$ cat src/rtl/estufa_climate_ctrl_if.sv
// Sensor inputs, fault-clear request and actuator/status outputs of the
// greenhouse climate controller, bundled for the controller port.
interface estufa_climate_ctrl_if;
  logic       t1;
  logic       t2;
  logic       fault_clr;
  logic       heater;
  logic       cooler;
  logic       fault_led;
  logic [2:0] state;
  logic [7:0] fault_count;

  modport master (
    output t1, t2, fault_clr,
    input  heater, cooler, fault_led, state, fault_count
  );

  modport slave (
    input  t1, t2, fault_clr,
    output heater, cooler, fault_led, state, fault_count
  );
endinterface

$ cat src/rtl/estufa_climate_ctrl.sv
// Greenhouse climate controller: synchronises and debounces the T1/T2
// threshold sensors and drives heater/cooler through a Moore FSM with
// minimum on-time, dead-time and a latched inconsistency fault.
// Optional build macro: ESTUFA_FAULT_COUNT_EN enables the saturating
// FAULT-entry counter; otherwise fault_count is constant zero.
module estufa_climate_ctrl #(
  parameter int unsigned DEB_CYCLES  = 4,
  parameter int unsigned MIN_ON      = 16,
  parameter int unsigned DEAD_CYCLES = 4
) (
  input logic                  clk_2,
  input logic                  reset,
  estufa_climate_ctrl_if.slave bus
);

  localparam int unsigned DEB_W  = $clog2(DEB_CYCLES + 1);
  localparam int unsigned ON_W   = $clog2(MIN_ON + 1);
  localparam int unsigned DEAD_W = $clog2(DEAD_CYCLES + 1);

  localparam logic [DEB_W-1:0]  DEB_MAX   = DEB_W'(DEB_CYCLES);
  localparam logic [DEB_W-1:0]  DEB_LAST  = DEB_W'(DEB_CYCLES - 1);
  localparam logic [ON_W-1:0]   ON_MAX    = ON_W'(MIN_ON);
  localparam logic [ON_W-1:0]   ON_LAST   = ON_W'(MIN_ON - 1);
  localparam logic [DEAD_W-1:0] DEAD_MAX  = DEAD_W'(DEAD_CYCLES);
  localparam logic [DEAD_W-1:0] DEAD_LAST = DEAD_W'(DEAD_CYCLES - 1);

  typedef enum logic [2:0] {
    IDLE  = 3'd0,
    HEAT  = 3'd1,
    COOL  = 3'd2,
    DEAD  = 3'd3,
    FAULT = 3'd4
  } state_t;

  // Sensor pairs are kept as {t2, t1}
  logic [1:0]        sync1, sync2;
  logic [1:0]        cand;
  logic [1:0]        filt;
  logic [DEB_W-1:0]  deb_cnt;
  logic [ON_W-1:0]   on_cnt;
  logic [DEAD_W-1:0] dead_cnt;
  state_t            state_q, state_next;

  logic is_cold, is_hot, is_bad;

  assign is_cold = (filt == 2'b00);
  assign is_hot  = (filt == 2'b11);
  assign is_bad  = (filt == 2'b10);

  // Two-flop synchroniser followed by the stability filter
  always_ff @(posedge clk_2 or posedge reset) begin
    if (reset) begin
      sync1   <= '0;
      sync2   <= '0;
      cand    <= 2'b01;
      deb_cnt <= '0;
      filt    <= 2'b01;
    end else begin
      sync1 <= {bus.t2, bus.t1};
      sync2 <= sync1;
      if (sync2 != cand) begin
        cand    <= sync2;
        deb_cnt <= '0;
      end else begin
        if (deb_cnt != DEB_MAX)
          deb_cnt <= deb_cnt + DEB_W'(1);
        if (deb_cnt == DEB_LAST)
          filt <= cand;
      end
    end
  end

  // State register
  always_ff @(posedge clk_2 or posedge reset) begin
    if (reset) state_q <= IDLE;
    else       state_q <= state_next;
  end

  // Next-state decode; BAD overrides everything except an existing FAULT
  always_comb begin
    state_next = state_q;
    case (state_q)
      IDLE: begin
        if (is_bad)       state_next = FAULT;
        else if (is_cold) state_next = HEAT;
        else if (is_hot)  state_next = COOL;
      end
      HEAT: begin
        if (is_bad)                            state_next = FAULT;
        else if (on_cnt >= ON_LAST && !is_cold) state_next = DEAD;
      end
      COOL: begin
        if (is_bad)                           state_next = FAULT;
        else if (on_cnt >= ON_LAST && !is_hot) state_next = DEAD;
      end
      DEAD: begin
        if (is_bad)                      state_next = FAULT;
        else if (dead_cnt == DEAD_LAST)  state_next = IDLE;
      end
      FAULT: begin
        if (bus.fault_clr && !is_bad) state_next = DEAD;
      end
      default: state_next = IDLE;
    endcase
  end

  // Residency counters, cleared whenever the state changes
  always_ff @(posedge clk_2 or posedge reset) begin
    if (reset) begin
      on_cnt   <= '0;
      dead_cnt <= '0;
    end else if (state_next != state_q) begin
      on_cnt   <= '0;
      dead_cnt <= '0;
    end else begin
      if ((state_q == HEAT || state_q == COOL) && on_cnt != ON_MAX)
        on_cnt <= on_cnt + ON_W'(1);
      if (state_q == DEAD && dead_cnt != DEAD_MAX)
        dead_cnt <= dead_cnt + DEAD_W'(1);
    end
  end

  assign bus.heater    = (state_q == HEAT);
  assign bus.cooler    = (state_q == COOL);
  assign bus.fault_led = (state_q == FAULT);
  assign bus.state     = state_q;

`ifdef ESTUFA_FAULT_COUNT_EN
  logic [7:0] fault_cnt;

  // Count entries into FAULT, holding at 255
  always_ff @(posedge clk_2 or posedge reset) begin
    if (reset)
      fault_cnt <= '0;
    else if (state_next == FAULT && state_q != FAULT && fault_cnt != '1)
      fault_cnt <= fault_cnt + 8'd1;
  end

  assign bus.fault_count = fault_cnt;
`else
  assign bus.fault_count = '0;
`endif

endmodule
$ cat src/flat_wrapper.sv
// flat-port wrapper written by rule: the top's interface ports become plain ports
module estufa_climate_ctrl_flat 
#(
  parameter int unsigned DEB_CYCLES  = 4,
  parameter int unsigned MIN_ON      = 16,
  parameter int unsigned DEAD_CYCLES = 4
)
  (clk_2, reset, bus_t1, bus_t2, bus_fault_clr, bus_heater, bus_cooler, bus_fault_led, bus_state, bus_fault_count);
  estufa_climate_ctrl_if bus_i ();
  input logic clk_2;
  input logic reset;
  input wire logic [$bits(bus_i.t1)-1:0] bus_t1;
  input wire logic [$bits(bus_i.t2)-1:0] bus_t2;
  input wire logic [$bits(bus_i.fault_clr)-1:0] bus_fault_clr;
  output wire logic [$bits(bus_i.heater)-1:0] bus_heater;
  output wire logic [$bits(bus_i.cooler)-1:0] bus_cooler;
  output wire logic [$bits(bus_i.fault_led)-1:0] bus_fault_led;
  output wire logic [$bits(bus_i.state)-1:0] bus_state;
  output wire logic [$bits(bus_i.fault_count)-1:0] bus_fault_count;
  assign bus_i.t1 = bus_t1;
  assign bus_i.t2 = bus_t2;
  assign bus_i.fault_clr = bus_fault_clr;
  assign bus_heater = bus_i.heater;
  assign bus_cooler = bus_i.cooler;
  assign bus_fault_led = bus_i.fault_led;
  assign bus_state = bus_i.state;
  assign bus_fault_count = bus_i.fault_count;
  estufa_climate_ctrl #(.DEB_CYCLES(DEB_CYCLES), .MIN_ON(MIN_ON), .DEAD_CYCLES(DEAD_CYCLES)) u_core (.clk_2(clk_2), .reset(reset), .bus(bus_i));
endmodule
$ cat config.mk
export PLATFORM = sky130hd
export DESIGN_NAME = estufa_climate_ctrl_flat
export DESIGN_NICKNAME = d
export VERILOG_FILES = /design/src/rtl/estufa_climate_ctrl_if.sv /design/src/rtl/estufa_climate_ctrl.sv /design/src/flat_wrapper.sv
export SDC_FILE = /design/constraint.sdc
export NUM_CORES = 1
export LEC_CHECK = 0
export CAP_MARGIN = 10
export CORE_MARGIN = 3
export CORE_UTILIZATION = 47
export CTS_CLUSTER_SIZE = 16
export DETAILED_ROUTE_END_ITERATION = 16
export PLACE_DENSITY = 0.81
export SLEW_MARGIN = 20
export SYNTH_ARGS = -nofsm -noshare
export SYNTH_HDL_FRONTEND = slang
export SYNTH_SLANG_ARGS = --single-unit
export TNS_END_PERCENT = 20
$ cat constraint.sdc
create_clock -name clk_2 -period 2.45 [get_ports clk_2]
set_input_delay 0.49 -clock clk_2 [delete_from_list [all_inputs] [get_ports clk_2]]
set_output_delay 0.49 -clock clk_2 [all_outputs]
set_load 0.02 [all_outputs]
Word level (Yosys, flattened, before mapping)
Cells that the tools add are included.

storage, ports and cells
  output and inout bits = 14
  register bits = 22
  logic and storage cells = 58
  input port bits = 5

operators by class
  reduce and logical (&&, ||, !) cells = 15
  bitwise gates (word level) = 1
  order comparisons = 1
  equal/unequal tests = 13
  mux-type cells = 17
  add/subtract/negate cells = 3

operators with widths
  operator                                             number
  2-to-1 mux 3 bit                                     14
  case mux 3 bit (5 select lines)                      1
  equality test 3 x 2 -> 1 bit, second input constant  4
  2-to-1 mux 5 bit                                     2
  adder 3 x 1 -> 3 bit, second input constant          2
  != test 3 bit, second input constant                 2
  nonzero test 2 bit                                   3
  adder 5 x 1 -> 5 bit, second input constant          1
  >= comparator 5 x 4 -> 1 bit, second input constant  1
  logical AND 1 bit                                    5
  != test 5 bit, second input constant                 1
  equality test 2 bit, second input constant           2
  equality test 3 x 1 -> 1 bit, second input constant  1
  equality test 3 bit, second input constant           1
  zero test 1 bit                                      3
  zero test 3 bit                                      1
  != test 3 bit                                        1
  zero test 2 bit                                      1
  != test 2 bit                                        1
  AND reduction 2 bit                                  1
  logical OR 1 bit                                     1
  NOT 1 bit                                            1

Logic depth before layout (Yosys ltp)
Gate-level depths: netlist of the first run.

  depth after elaboration = 8
  depth in mapped cells = 8
  depth with buffers taken out = 8

Least setup slack after synthesis of the first run
OpenSTA, ideal clock, no wires.

  path kind = register to register
  from = register u_core.on_cnt[0]
  to = register u_core.on_cnt[4]
  setup time = 0.101 ns
  slack = 0.335 ns
  clock period less this slack = 2.115 ns
  data required time = 2.349 ns
  stages on the path, launching flop included = 9
  arrival = 2.014 ns
  path buffers = 0
  cells stage by stage = dfrtp_1 -> ha_1 -> and3_1 -> ha_1 -> nor2_1 -> a211o_1 -> a22oi_1 -> o41a_4 -> nor4_1

on the way
  cells in the longest elaborated chain, start to end = 7
  elaborated cells on any way between the ends = 15
  classes of those cells = 1 x add/sub; 1 x order compare; 2 x eq/ne; 7 x mux; 4 x reduce/logical

RTL lines
  element                                                 line                                                  RTL
  start: declaration                                      estufa_climate_ctrl.sv:40                             logic [ON_W-1:0] on_cnt;
  start signal: assignment                                estufa_climate_ctrl.sv:117                            on_cnt <= on_cnt + ON_W'(1);
  >= comparator 5 x 4 -> 1 bit                            estufa_climate_ctrl.sv:90, estufa_climate_ctrl.sv:94
  logical AND 1 bit (on tied branches)                    estufa_climate_ctrl.sv:94, estufa_climate_ctrl.sv:90
  2-to-1 mux 3 bit (on tied branches)                     estufa_climate_ctrl.sv:94, estufa_climate_ctrl.sv:90
  2-to-1 mux 3 bit (on tied branches)                     estufa_climate_ctrl.sv:93, estufa_climate_ctrl.sv:89
  case mux 3 bit (5 select lines)                         estufa_climate_ctrl.sv:82                             case (state_q)
  != test 3 bit                                           estufa_climate_ctrl.sv:112                            end else if (state_next != state_q) begin
  2-to-1 mux 5 bit or nonzero test 2 bit (tied branches)  -

Parallel ways exist; a longest one is shown, timed or not. The select of a mux whose other input is x is not followed.
A chain may end at the register's enable or synchronous reset.

Worst setup path in the final report of the first run
Same ends and word-level chain as after synthesis.

==> out/summary.txt, run 1 <==
Outcome = complete, no violations
Initial Utilization = 0.5235
Cell row count = 18
Most area-hungry cell type in the Yosys netlist = dfrtp_1
Skew final = 0.004880 ns
Root Buffer = clkbuf_4
Worst path slowest cell = o41a_4
I/O pin count = 19
CP required = 2.66 ns
Commonest cells in the netlist = dfrtp_1 (20), inv_1 (14), nand2_1 (10)
Hold slack = 0.3630 ns
Via density = 5.516
Area grow syn2layout = 13.54%
# DRC = 0
First-pass GRT wire length = 4.071 mm
Max transition margin = 0.5355
Skew-Pair Late Insertion Delay = 0.30 ns
Wirelength per Cell = 13.79 um
Final Util = 0.5943
Initial DRC count = 36
Nets = 167
Antenna diodes = 0
Syn avg cell area = 9.768 um2
TritonRoute pass-1 iters = 4
Startpoint class of the critical path = flip-flop
Fin area = 0.001553 mm2
Final instance count without filler cells = 182
Final hold violation count = 0
Setup-failing EPs final = 0
Post-DP Area = 0.001459 mm2
Final min period = 2.364 ns
Pins Over Slew Limit = 0
Tcrit/Tclk final = 0.9651
PortBufs = 10
Arr. time, crit path = 2.57 ns
Top cells by area, synth = dfrtp_1 (37%), ha_1 (8.2%), buf_4 (4.4%), dfstp_2 (3.8%), inv_1 (3.8%)
Synth Instances = 140
DRT antenna net count = 0
Worst slew pin tran = 0.6874 ns
All-Layer GR Usage = 0.1469
Critical path's largest stage delay = 0.52 ns
Largest net degree at the start of global routing = 23
Yosys warnings = 0
Leak = 0.6937 nW
Synth unique cells = 43
CTS max path bufs = 2
HPWL Detailed = 1.850 mm
CP Class = flip-flop to flip-flop
Seq/Total Area, Yosys = 0.4044
Core area = 0.002613 mm2
Count of state elements after synthesis = 22
Placed instance count = 176
HP Class = flip-flop to flip-flop
DIE AREA = 0.003593 mm2
Count leader, synth = dfrtp_1
Final estimated routing congestion in global placement = 0.8182
Number of max-cap violations = 0
Overflow after GRT = 0
Main flop type after synthesis = dfrtp_1
Crit-path most repeated cell = ha_1
Vias in the first global route = 919
Crit path capture type = flip-flop
Num CTS Buffers = 3
Fillcell total = 206
CTS clk-pin slew, worst paths = 0.13 ns
Detailed-route via count = 1004
PwrDens = 903.0 mW/mm2
Die X = 59.94 um
Initial antenna violation count = 0
Final WL = 2.509 mm
CTS tree = yes
CP Cell Sequence = ha_1, and3_1, ha_1, nor2_2, a211o_1, a22oi_1, o41a_4, nor4_2
Post-synth top area share = 0.3660
Cell Area, Synth = 0.001368 mm2
EDFF count, synth = 0
CTS Sinks = 22
Proportion of layout cells with a drive suffix above 1 = 0.1579
Share of synthesized registers carrying an async set or reset = 1.000
H-tree level count = 1
Fmax = 422.9 MHz
Peak VDD IR = 0.5993 mV
Die H = 59.94 um
CP max FO = 8
layer usage:
layer,vias to the layer above,share of wire,global-route usage
met1,486,0.44,0.1780
met3,2,0.042,0.03240
met4,0,0.0056,0.009494
li1,491,-,-
met2,25,0.51,0.2747
met5,-,0,0
layout make-up:
| cell class | count | area (um2) | area share |
|---|---|---|---|
| Multi-Input combinational cell | 98 | 724.4 | 0.4666 |
| Sequential cell | 22 | 555.5 | 0.3578 |
| Clock buffer | 3 | 22.52 | 0.01450 |
| Timing Repair Buffer | 14 | 130.1 | 0.08380 |
| Clock inverter | 1 | 30.03 | 0.01934 |
| Inverter | 14 | 52.55 | 0.03384 |
| Tap cell | 30 | 37.54 | 0.02417 |
repair_timing:
item / in CTS / in global routing
hold buffers: 0 / 0
buffers inserted: 0 / 2
endpoints found under the setup margin: 0 / 6
hold endpoints to repair: 0 / 0
gates resized for setup: 0 / 6
stage by stage:
step / power (W) / TNS, ns / setup WS, ns
CTS: 0.001353 / 0 / 0.06155
detailed placement: 0.001077 / -0.009058 / -0.009058
floorplan: 0.0009474 / 0 / 0.3354
finish: 0.001402 / 0 / 0.08560
global placement: 0.001043 / 0 / 0.1205
global route: 0.001498 / -0.09137 / -0.03721
logic make-up (layout without fill, tap and decap cells):
family	Yosys count	count (layout)	synth area share
other	1	8	0.002742
and+or+nand+nor	47	47	0.2022
adders and majority gates	9	9	0.08234
DFF	22	22	0.4044
xor gates and xnor gates	7	7	0.05032
AOI/OAI and AO/OA	22	22	0.1171
buffers and inverters	27	32	0.1025
muxes	5	5	0.03843
power breakdown:
group | switching (W) | total, W | internal [W]
logic | 0.000332 | 0.000607 | 0.000275
registers | 0.0000945 | 0.000519 | 0.000424
clock network | 0.000111 | 0.000276 | 0.000165
worst paths after layout:
path                                   from          endpoint  slack [ns]  depth (start not counted)
max                        u_core.on_cnt[0]  u_core.on_cnt[4]        0.09                          8
max reg2reg                u_core.on_cnt[0]  u_core.on_cnt[4]        0.09                          8
min                         u_core.sync1[0]   u_core.sync2[0]        0.36                          0
min in group asynchronous             reset   u_core.sync1[1]        0.49                          3
min reg2reg                 u_core.sync1[0]   u_core.sync2[0]        0.36                          0
max in group asynchronous             reset    u_core.cand[0]        1.69                          3
cells in the final DEF (no fill, tap or decap), types with 2 or more instances in the layout:
| master | count |
|---|---|
| nand2_1 | 10 |
| dfstp_2 | 2 |
| nand3b_1 | 2 |
| nor4_2 | 2 |
| o21ai_1 | 2 |
| mux2_2 | 2 |
| ha_1 | 9 |
| a21oi_1 | 6 |
| dfrtp_2 | 2 |
| inv_1 | 14 |
| nor2_1 | 8 |
| nor3_1 | 5 |
| clkdlybuf4s50_1 | 10 |
| o21ai_0 | 4 |
| nor3b_1 | 2 |
| clkbuf_4 | 3 |
| nor4bb_1 | 2 |
| nand2b_1 | 2 |
| nand3_1 | 3 |
| xnor2_1 | 5 |
| conb_1 | 8 |
| dfrtp_1 | 18 |
| a2111oi_0 | 2 |
| buf_4 | 4 |
| mux2i_1 | 3 |
sequential cells by signal, indices dropped and copies added (netlist names):
name	flops
u_core.dead_cnt	3
u_core.filt	2
u_core.on_cnt	5
u_core.bus.state	3
u_core.cand	2
u_core.sync1	2
u_core.sync2	2
u_core.deb_cnt	3
critical path, delay by kind of cell (launching register included):
family	cells	cell delay, ns
simple gates	3	0.62
compound gates	3	0.76
fa+ha+maj	2	0.44
flops	1	0.45
Note: power is estimated with default switching activity, not from simulation.
==> inputs of run 2 (changes only) <==
--- a/config.mk
+++ b/config.mk
@@ -10,7 +10,7 @@
 export CORE_UTILIZATION = 47
 export CTS_CLUSTER_SIZE = 16
 export DETAILED_ROUTE_END_ITERATION = 16
-export PLACE_DENSITY = 0.81
+export PLACE_DENSITY_LB_ADDON = 0.25
 export SLEW_MARGIN = 20
 export SYNTH_ARGS = -nofsm -noshare
 export SYNTH_HDL_FRONTEND = slang
==> run 2 against run 1 <==
Setup slack improved by 0.042 ns. Clock power fell by 1%. Final area fell by 1.9%. Register-to-register slack improved by 0.06 ns.
==> out/summary.txt, run 2 (synthesis gave the netlist of run 1 again) <==
Outcome = complete, no violations
Final estimated routing congestion in global placement = 0.7666 (-6.3%)
Unrepaired setup endpoints after global routing = true
Most common cell after layout, fill and taps aside = dfrtp_1
Startpoint class of the critical path = flip-flop
R2R setup slack = 0.15 ns (+0.06 ns)
Die X = 59.94 um (unchanged)
Internal power = 0.0008420 W (-2.6%)
Worst r2r path cells = 8 (unchanged)
Largest net degree at the start of global routing = 23 (unchanged)
H-tree level count = 1 (unchanged)
Worst hold path cell count = 0 (unchanged)
Area grow syn2layout = 11.34%
Skew final = 0.009213 ns (+0.004333 ns)
Switching Power = 0.0004990 W (-7.1%)
CTS tree = yes
DRT antenna net count = 0 (unchanged)
Die H = 59.94 um (unchanged)
Nets = 165 (-1.2%)
CTS clk-pin slew, worst paths = 0.13 ns (about the same)
Cell row count = 18 (unchanged)
Tcrit/Tclk final = 0.9478 (-0.01722)
FF-to-FF End = u_core.on_cnt[2]
R2r startpoint = u_core.on_cnt[0]
TritonRoute pass-1 iters = 4 (unchanged)
Most frequent cells in the layout = dfrtp_1 (18), inv_1 (14), nand2_1 (10), clkdlybuf4s50_1 (10), ha_1 (9)
Largest register FFs = 5 (unchanged)
All-Layer GR Usage = 0.1384 (-0.008473)
Arr. time, crit path = 1.83 ns (-0.74 ns)
PwrDens = 880.7 mW/mm2 (-2.5%)
Via density = 5.344 (-3.1%)
Leak = 0.6753 nW (-2.6%)
Detailed-route via count = 962 (-4.2%)
First-pass GRT wire length = 3.870 mm (-4.9%)
Clock network power share = 0.202 (+0.005)
HP Class = flip-flop to flip-flop
Hold path start = u_core.sync1[1]
Final WL = 2.239 mm (-11%)
CP required = 1.96 ns (-0.70 ns)
Crit path capture type = primary output
Peak VDD IR = 0.5230 mV (-13%)
Num CTS Buffers = 3 (unchanged)
Initial DRC count = 28 (-22%)
Max transition margin = 0.5705 (+0.03506)
I/O pin count = 19 (unchanged)
# DRC = 0 (unchanged)
Core area = 0.002613 mm2 (unchanged)
CP Class = flip-flop to primary output
Number of max-cap violations = 0 (unchanged)
CTS Sinks = 22 (unchanged)
Proportion of layout cells with a drive suffix above 1 = 0.1400 (-0.01789)
Vias in the first global route = 930 (+1.2%)
Initial antenna violation count = 0 (unchanged)
Initial Utilization = 0.5235 (unchanged)
HPWL Detailed = 1.801 mm (-2.7%)
Combinational power share = 0.414 (-0.019)
Pins Over Slew Limit = 0 (unchanged)
Fmax = 430.6 MHz (+1.8%)
Biggest register = u_core.on_cnt
Overflow after GRT = 0 (unchanged)
Switch share = 0.3721 (-0.01108)
Fin Setup TNS = 0 ns (unchanged)
PortBufs = 10 (unchanged)
Final min period = 2.322 ns (-0.04220 ns)
CP max FO = 11 (+3)
Root Buffer = clkbuf_4
CTS max path bufs = 2 (unchanged)
Skew-Pair Late Insertion Delay = 0.30 ns (about the same)
Wirelength per Cell = 12.44 um (-9.8%)
Final hold violation count = 0 (unchanged)
Worst slew pin tran = 0.6279 ns (-0.05946 ns)
Setup-failing EPs final = 0 (unchanged)
Hold Path Sink = u_core.sync2[1]
Antenna diodes = 0 (unchanged)
Sequential power share = 0.384 (+0.014)
Hold slack = 0.3643 ns (+0.001257 ns)
DIE AREA = 0.003593 mm2 (unchanged)
## run 2: cell types whose count changed in the layout (fill, tap and decap cells not counted)
cell,before,now
buf_4,4,2
nor4_1,1,2
nor4_2,2,1
nor4b_2,1,2
nor4b_4,1,0
## run 2: power groups by stage
stage	logic, W	registers, W	clock network [W]
5_1_grt	0.000621	0.000529	0.000294
2_1_floorplan	0.000454	0.000493	0
6_report	0.000555	0.000515	0.000272
4_1_cts	0.000554	0.000513	0.000282
3_5_place_dp	0.000552	0.000521	0
3_3_place_gp	0.000535	0.000515	0
## run 2: stage by stage
stage | std cells | instance area [um2] | utilization | worst slack (ns) | total power (W)
4_1_cts | 180 | 1511 | 0.5785 | 0.05279 | 0.001348
3_3_place_gp | 176 | 1459 | 0.5584 | 0.1177 | 0.001050
5_1_grt | 180 | 1523 | 0.5829 | -0.005454 | 0.001443
3_5_place_dp | 176 | 1459 | 0.5584 | 0.03098 | 0.001072
6_report | 180 | 1523 | 0.5829 | 0.1278 | 0.001341
2_1_floorplan | 147 | 1394 | - | 0.3354 | 0.0009474
## run 2: how the worst max path moves through the flow
stage / slack [ns] / from / endpoint
after floorplan: 0.34 / u_core.on_cnt[0] / u_core.on_cnt[4]
after global placement: 0.12 / bus_fault_clr / u_core.on_cnt[2]
after detailed placement: 0.03 / bus_fault_clr / u_core.on_cnt[2]
after CTS: 0.05 / u_core.bus.state[1] / bus_fault_led
after global routing: -0.005 / u_core.bus.state[0] / bus_fault_led
final: 0.13 / u_core.bus.state[0] / bus_fault_led
## run 2: what timing repair did
item / CTS / global route
hold buffers: 0 / 0
setup buffers: 0 / 0
resized for setup: 0 / 4
setup endpoints to repair: 0 / 4
## run 2: area by class of cell
| cell class | instances | area, um2 |
|---|---|---|
| Clock buffer | 3 | 22.52 |
| Clock inverter | 1 | 30.03 |
| Fill cell | 215 | 1090 |
| Inverter | 14 | 52.55 |
| Multi-Input combinational cell | 98 | 709.4 |
| Sequential cell | 22 | 555.5 |
| Tap cell | 30 | 37.54 |
| Timing Repair Buffer | 12 | 115.1 |
## run 2: metal layers
| metal | track usage | wire [um] |
|---|---|---|
| met5 | 0 | 0 |
| met4 | 0.01899 | 10 |
| met3 | 0.02592 | 130 |
| met2 | 0.2377 | 1041 |
| met1 | 0.1850 | 1057 |
## run 2: critical path, stage by stage (launching register included)
cell and delay [ns]:
dfrtp_1 0.55, nor3b_1 0.32, clkdlybuf4s50_1 0.66
==> inputs of run 3 (changes only) <==
--- a/config.mk
+++ b/config.mk
@@ -10,6 +10,7 @@
 export CORE_UTILIZATION = 47
 export CTS_CLUSTER_SIZE = 16
 export DETAILED_ROUTE_END_ITERATION = 16
+export GPL_TIMING_DRIVEN = 1
 export PLACE_DENSITY_LB_ADDON = 0.25
 export SLEW_MARGIN = 20
 export SYNTH_ARGS = -nofsm -noshare
==> results of run 3 <==
Same layout as run 2: the final DEF is identical, and so are final timing and power.
